### src/rtl/mem_arbiter.sv
// mem_arbiter: shares one memory port between the instruction-fetch (IFU) and
// load/store (LSU) requesters, one transaction at a time.
//
// The request/grant/response FSM registers the winning request, presents a
// word-aligned payload to memory, and returns the response as a one-cycle
// rvalid pulse to the owner. Stores are lane-steered (replicated data plus a
// byte mask). Loads are lane-selected and sign/zero-extended using the RISC-V
// funct3 memop encoding.
//
// Optional feature: define MEM_ARB_TIMEOUT_EN to add a watchdog. It forces a
// response of 32'hDEADBEEF after TIMEOUT_CYCLES in REQ/WAIT and sets a sticky
// err flag. Without the macro the FSM waits indefinitely and err is 0.
//
// Ports:
//   clk, rst                 clock, asynchronous active-low reset
//   ifu_valid/addr/ready     fetch request (always a word access)
//   ifu_rvalid/rdata         fetch response pulse and raw word
//   lsu_valid/addr/wen/      load/store request; memop is funct3,
//   lsu_memop/wdata/ready    wdata is right-aligned
//   lsu_rvalid/rdata         completion pulse (stores too) and extended data
//   mem_req/addr/wen/        memory request, held until mem_gnt
//   mem_wdata/wmask
//   mem_gnt/rvalid/rdata     memory grant and response
//   err                      sticky timeout flag
module mem_arbiter #(
    parameter int unsigned TIMEOUT_CYCLES = 255
) (
    input  logic        clk,
    input  logic        rst,
    input  logic        ifu_valid,
    input  logic [31:0] ifu_addr,
    output logic        ifu_ready,
    output logic        ifu_rvalid,
    output logic [31:0] ifu_rdata,
    input  logic        lsu_valid,
    input  logic [31:0] lsu_addr,
    input  logic        lsu_wen,
    input  logic [2:0]  lsu_memop,
    input  logic [31:0] lsu_wdata,
    output logic        lsu_ready,
    output logic        lsu_rvalid,
    output logic [31:0] lsu_rdata,
    output logic        mem_req,
    output logic [31:0] mem_addr,
    output logic        mem_wen,
    output logic [31:0] mem_wdata,
    output logic [3:0]  mem_wmask,
    input  logic        mem_gnt,
    input  logic        mem_rvalid,
    input  logic [31:0] mem_rdata,
    output logic        err
);

    typedef enum logic [1:0] {StIdle, StReq, StWait, StResp} state_e;

    localparam logic [2:0]  OpW      = 3'b010;
    localparam logic [31:0] TimeoutData = 32'hDEADBEEF;

    // Size is decoded from memop[1:0] (00 byte, 01 half, else word), so the
    // undefined encodings 011/110/111 fall through to word naturally.
    function automatic logic [31:0] store_data(input logic [2:0] op, input logic [31:0] wdata);
        case (op[1:0])
            2'b00:   store_data = {4{wdata[7:0]}};
            2'b01:   store_data = {2{wdata[15:0]}};
            default: store_data = wdata;
        endcase
    endfunction

    function automatic logic [3:0] store_mask(input logic [2:0] op, input logic [1:0] off);
        case (op[1:0])
            2'b00:   store_mask = 4'b0001 << off;
            2'b01:   store_mask = off[1] ? 4'b1100 : 4'b0011;
            default: store_mask = 4'b1111;
        endcase
    endfunction

    // memop[2] marks the unsigned variants (BU/HU).
    function automatic logic [31:0] load_extend(input logic [31:0] rdata, input logic [2:0] op,
                                                input logic [1:0] off);
        logic [31:0] shifted;
        logic [7:0]  b;
        logic [15:0] h;
        shifted = rdata >> {off, 3'b000};
        b       = shifted[7:0];
        h       = off[1] ? rdata[31:16] : rdata[15:0];
        case (op[1:0])
            2'b00:   load_extend = {{24{b[7] & ~op[2]}}, b};
            2'b01:   load_extend = {{16{h[15] & ~op[2]}}, h};
            default: load_extend = rdata;
        endcase
    endfunction

    state_e      state_q;
    logic        owner_lsu_q;
    logic        last_lsu_q;
    logic [2:0]  memop_q;
    logic [1:0]  offset_q;

    logic        idle;
    logic        lsu_accept;
    logic        ifu_accept;
    logic        accept;
    logic        busy;
    logic        rsp_hit;
    logic        timeout_hit;
    logic        complete;
    logic [31:0] acc_addr;
    logic        acc_wen;
    logic [2:0]  acc_op;
    logic [31:0] ifu_resp;
    logic [31:0] lsu_resp;

    // Gating with rst keeps both readies low while reset is held.
    assign idle       = rst && (state_q == StIdle);
    assign lsu_ready  = idle && !(last_lsu_q && ifu_valid);
    assign lsu_accept = lsu_valid && lsu_ready;
    // lsu_accept doubles as "LSU requesting and allowed to win".
    assign ifu_ready  = idle && !lsu_accept;
    assign ifu_accept = ifu_valid && ifu_ready;
    assign accept     = lsu_accept || ifu_accept;

    assign busy     = (state_q == StReq) || (state_q == StWait);
    // mem_rvalid only counts in WAIT; in IDLE/REQ it is ignored.
    assign rsp_hit  = (state_q == StWait) && mem_rvalid;
    assign complete = rsp_hit || timeout_hit;

    always_comb begin
        acc_addr = lsu_accept ? lsu_addr : ifu_addr;
        acc_wen  = lsu_accept && lsu_wen;
        acc_op   = lsu_accept ? lsu_memop : OpW;
    end

    always_comb begin
        ifu_resp = mem_rdata;
        lsu_resp = mem_wen ? 32'h0 : load_extend(mem_rdata, memop_q, offset_q);
        if (!rsp_hit) begin
            ifu_resp = TimeoutData;
            lsu_resp = TimeoutData;
        end
    end

`ifdef MEM_ARB_TIMEOUT_EN
    localparam int unsigned CntW = (TIMEOUT_CYCLES > 255) ? $clog2(TIMEOUT_CYCLES + 1) : 8;

    logic [CntW-1:0] count_q;
    logic            err_q;

    // Fires on the cycle whose increment would reach TIMEOUT_CYCLES.
    assign timeout_hit = busy && ((32'(count_q) + 32'd1) == TIMEOUT_CYCLES);
    assign err         = err_q;
`else
    logic unused_timeout_cfg;

    assign timeout_hit        = 1'b0;
    assign err                = 1'b0;
    assign unused_timeout_cfg = ^TIMEOUT_CYCLES;
`endif

    always_ff @(posedge clk or negedge rst) begin
        if (!rst) begin
            state_q     <= StIdle;
            owner_lsu_q <= 1'b0;
            last_lsu_q  <= 1'b0;
            memop_q     <= 3'b000;
            offset_q    <= 2'b00;
            mem_req     <= 1'b0;
            mem_addr    <= 32'h0;
            mem_wen     <= 1'b0;
            mem_wdata   <= 32'h0;
            mem_wmask   <= 4'b0000;
            ifu_rvalid  <= 1'b0;
            ifu_rdata   <= 32'h0;
            lsu_rvalid  <= 1'b0;
            lsu_rdata   <= 32'h0;
`ifdef MEM_ARB_TIMEOUT_EN
            count_q     <= '0;
            err_q       <= 1'b0;
`endif
        end else begin
            ifu_rvalid <= 1'b0;
            lsu_rvalid <= 1'b0;

            unique case (state_q)
                StIdle: begin
                    if (accept) begin
                        state_q     <= StReq;
                        owner_lsu_q <= lsu_accept;
                        last_lsu_q  <= lsu_accept;
                        memop_q     <= acc_op;
                        offset_q    <= acc_addr[1:0];
                        mem_req     <= 1'b1;
                        mem_addr    <= {acc_addr[31:2], 2'b00};
                        mem_wen     <= acc_wen;
                        mem_wdata   <= acc_wen ? store_data(acc_op, lsu_wdata) : 32'h0;
                        mem_wmask   <= acc_wen ? store_mask(acc_op, acc_addr[1:0]) : 4'b0000;
                    end
                end
                StReq: begin
                    if (complete) begin
                        state_q <= StResp;
                        mem_req <= 1'b0;
                    end else if (mem_gnt) begin
                        state_q <= StWait;
                        mem_req <= 1'b0;
                    end
                end
                StWait: begin
                    if (complete) begin
                        state_q <= StResp;
                    end
                end
                StResp: begin
                    state_q <= StIdle;
                end
                default: begin
                    state_q <= StIdle;
                end
            endcase

            if (complete) begin
                if (owner_lsu_q) begin
                    lsu_rvalid <= 1'b1;
                    lsu_rdata  <= lsu_resp;
                end else begin
                    ifu_rvalid <= 1'b1;
                    ifu_rdata  <= ifu_resp;
                end
            end

`ifdef MEM_ARB_TIMEOUT_EN
            if (accept) begin
                count_q <= '0;
            end else if (busy) begin
                count_q <= count_q + CntW'(1);
            end
            if (timeout_hit) begin
                err_q <= 1'b1;
            end
`endif
        end
    end

endmodule

### config.mk
export PLATFORM = sky130hd
export DESIGN_NAME = mem_arbiter
export DESIGN_NICKNAME = d
export VERILOG_FILES = /design/src/rtl/mem_arbiter.sv
export SDC_FILE = /design/constraint.sdc
export NUM_CORES = 1
export LEC_CHECK = 0
export BUFFER_PORTS_ARGS = -buffer_cell sky130_fd_sc_hd__buf_2
export CORE_MARGIN = 1.5
export CORE_UTILIZATION = 50
export CTS_BUF_LIST = sky130_fd_sc_hd__clkbuf_2 sky130_fd_sc_hd__clkbuf_4 sky130_fd_sc_hd__clkbuf_8
export CTS_CLUSTER_DIAMETER = 200
export CTS_CLUSTER_SIZE = 40
export DETAILED_ROUTE_END_ITERATION = 8
export GPL_ROUTABILITY_DRIVEN = 0
export GPL_TIMING_DRIVEN = 0
export PLACE_DENSITY = 0.83
export SETUP_SLACK_MARGIN = 0.5
export SLEW_MARGIN = 20
export SYNTH_ARGS = -nofsm -noshare
export SYNTH_HDL_FRONTEND = slang
export SYNTH_SLANG_ARGS = --single-unit
### constraint.sdc
create_clock -name clk -period 2.13 [get_ports clk]
set_input_delay 0.1065 -clock clk [delete_from_list [all_inputs] [get_ports clk]]
set_output_delay 0.1065 -clock clk [all_outputs]
set_load 0.005 [all_outputs]
==> reports/metrics.csv <==
stage,metric,value,unit
setup_path,crit_chain,inv_4 -> ha_4 -> and2_4 -> buf_4 -> nand4_1 -> buf_6 -> a21oi_4 -> a22o_1,
clocking,numCtsBuffers,17,
synth,synth_edf_count,0,
routing,final_antenna_net_count,0,
routing,routedWlPerCell,23.7,um
sta,fmax,521,MHz
setup_path,start_kind,register,
setup_path,required,2510,ps
synth,avgSynthCellArea,10.9,sq um
sta,worst_clock_skew,19.9,ps
synth,yosysUniqueCellTypes,46,
die,die_h,117,um
die,die_w,117,um
layout,area_growth,66.6,%
synth,synth-seq-cells,142,
layout,design_area,10800,sq um
hold_path,min_path_type,in -> async,
setup_path,crit_arrival,2300,ps
pwr,power_density,1210,nW/um^2
global_route,grt_use_total,38.7,%
sta,finalSetupViolations,0,
layout,seqCellArea,3550,sq um
clocking,tritoncts,done,
layout,drive_above_1_share,44.1,%
sta,worst_pin_slew,736,ps
layout,fillCellCount,603,
routing,dr.pass1.iters,8,
clocking,cts_sinks,142,
setup_path,slowest_stage,dfrtp_1,
global_route,grt_antenna_before_repair,1,
synth,synthFlopType,dfrtp_1,
run_status,outcome,"complete, but fails checks",
global_route,grt_max_degree,91,
run_status,violations,hold timing,
setup_path,critical_path.max_stage_delay,420,ps
placement,post_dp_cell_area,8160,sq um
routing,via_per_inst,6.05,
clocking,path_clk_slew,90,ps
sta,period_minus_slack,1920,ps
die,initial_core_util,51.3,%
synth,yosysWarnings,0,
setup_path,cp.buffers_inverters,3,
sta,tns,0,ps
clocking,clk_latency,480,ps
sta,whs,-447,ps
die,io_pins,277,
clocking,h-tree-depth,4,
die,die-area,13700,sq um
routing,dr.first_iter.drc_count,910,
layout,multiInputGateArea,3140,sq um
routing,vias,7512,
sta,hold_viol_final,106,
synth,ys_seq_area_share,54.6,%
sta,rsz0062_at_grt,true,
global_route,first_global_vias,7377,
routing,wl,29500,um
placement,port-buffer-count,272,
job,cap_viol_max_count,0,
die,rows,41,
layout,fin_nets,1199,
setup_path,cp_max_fo,5,
setup_path,path_class,reg -> reg,
setup_path,end_kind,register,
pwr,p_leak,5.52,nW
placement,hpwl,14600,um
global_route,grt_overflow_total,0,
clocking,cts_root_buf,clkbuf_8,
pwr,irDropWorstVdd,635,uV
synth,async_reset_ff_share,100,%
die,coreArea,12700,sq um
setup_path,critPathTopFamily,buffers and inverters,
routing,drc_errors,0,
sta,post-route-period-util,90.1,%
sta,relSlewSlack,51.0,%
clocking,clockBufferDepth,2,
clocking,hold_buffers,129,
synth,netlist_instances,594,
global_route,grt_pass1_wl,39200,um
sta,maxSlewViolCount,0,
synth,synth_area,6500,sq um
-- power by group --
part | leakage [nW] | internal (mW) | switching, mW
combinational | 3.52 | 2.92 | 3.00
clock | 0.202 | 1.17 | 1.10
sequential | 1.80 | 3.95 | 0.912
-- synthesized netlist by cell type, types with 10 or more instances --
library cell  instances  area share [%]
nand2_1              85             4.9
nand2b_1             15             1.4
a21oi_1              26             2.0
dfrtp_1             142              55
o21ai_0              38             2.9
a22oi_1              17             2.0
a22o_1               20             2.7
mux2_1               29             5.0
clkbuf_1             14            0.81
inv_1                10            0.58
nor2_1               10            0.58
o21ai_1              46             3.5
mux2i_1              56             8.6
nand2_2              10            0.96
buf_2                14             1.1
-- logic make-up after synthesis --
group	share of synthesized area (%)
buffers and inverters	3.81
AOI/OAI and AO/OA	15.9
adders and majority gates	0.962
and+or+nand+nor	9.91
other	0.0577
muxes	14.7
DFF	54.6
-- repair_timing --
| item | 4_1_cts | 5_1_grt |
|---|---|---|
| cloned | 0 | 6 |
| hold endpoints to repair | 178 | 54 |
| pin swaps | 5 | 14 |
| endpoints found under the setup margin | 138 | 140 |
| resized for setup | 52 | 120 |
| buffers inserted | 18 | 15 |
-- sequential cells by signal, indices dropped and copies added, names as in the netlist --
signal and cells:
ifu_rdata 32, lsu_rdata 32, mem_wdata 32, mem_addr 30, mem_wmask 4, memop_q 3
offset_q 2, state_q 2, ifu_rvalid 1, last_lsu_q 1, lsu_rvalid 1, mem_req 1
mem_wen 1
-- metal layers --
metal	track usage [%]	up-vias	part of all wire, %
li1	-	3024	-
met1	41.6	3499	32
met2	64.0	750	48
met3	13.1	239	12
met4	27.9	0	8.7
met5	0	-	0
-- placed cells by master (no fill, tap or decap), drive strengths merged, types with 2 or more instances in the layout --
cell type	synthesis	routed
or3	7	7
ha	5	5
nor2	10	10
nor2b	3	3
clkinv	1	5
nand2	95	95
clkbuf	15	41
o31a	7	7
inv	11	11
o31ai	2	2
mux2i	57	57
conb	1	3
dfrtp	142	142
a22o	20	20
nand2b	15	15
o21ai	84	84
dlygate4sd3	0	129
buf	24	333
bufinv	0	2
clkinvlp	0	3
a21oi	27	27
nand3	2	2
mux2	34	34
a21o	2	2
a22oi	17	17
-- final timing paths --
| path | end | slack [ps] | start | cells after the start |
|---|---|---|---|---|
| setup reg to reg | mem_wdata[24]$_DFFE_PN0P_ | 210 | state_q[0]$_DFFE_PN0P_ | 8 |
| setup / recovery | mem_wdata[24]$_DFFE_PN0P_ | 210 | state_q[0]$_DFFE_PN0P_ | 8 |
| hold / removal | ifu_rdata[26]$_DFFE_PN0P_ | -450 | rst | 1 |
| min in group clk | lsu_rdata[11]$_DFFE_PN0P_ | 20 | mem_rvalid | 3 |
| max in group asynchronous | offset_q[1]$_DFFE_PN0P_ | 1780 | rst | 2 |
| hold reg to reg | mem_addr[26]$_DFFE_PN0P_ | 490 | mem_addr[26]$_DFFE_PN0P_ | 2 |
-- per-stage QoR --
step | utilization, % | setup WS (ps) | power, mW | hold WS [ps] | cells
3_5_place_dp | 64.4 | -77.6 | 9.04 | 51.0 | 1041
2_1_floorplan | - | 479 | 6.89 | -189 | 596
3_3_place_gp | 64.1 | -1780 | 8.84 | 336 | 1040
5_1_grt | 85.5 | 193 | 13.7 | -430 | 1242
6_report | 85.5 | 211 | 13.1 | -447 | 1242
4_1_cts | 80.2 | 392 | 11.8 | -436 | 1220
-- area by class of cell --
class | count | share of cell area [%]
Tap cell | 172 | 1.99
Inverter | 12 | 0.439
Timing Repair Buffer | 441 | 28.6
Multi-Input combinational cell | 403 | 28.9
Antenna cell | 1 | 0.0231
Buffer | 39 | 3.43
Sequential cell | 142 | 32.8
Clock buffer | 23 | 2.75
Clock inverter | 9 | 1.02
Note: power is estimated with default switching activity, not from simulation.
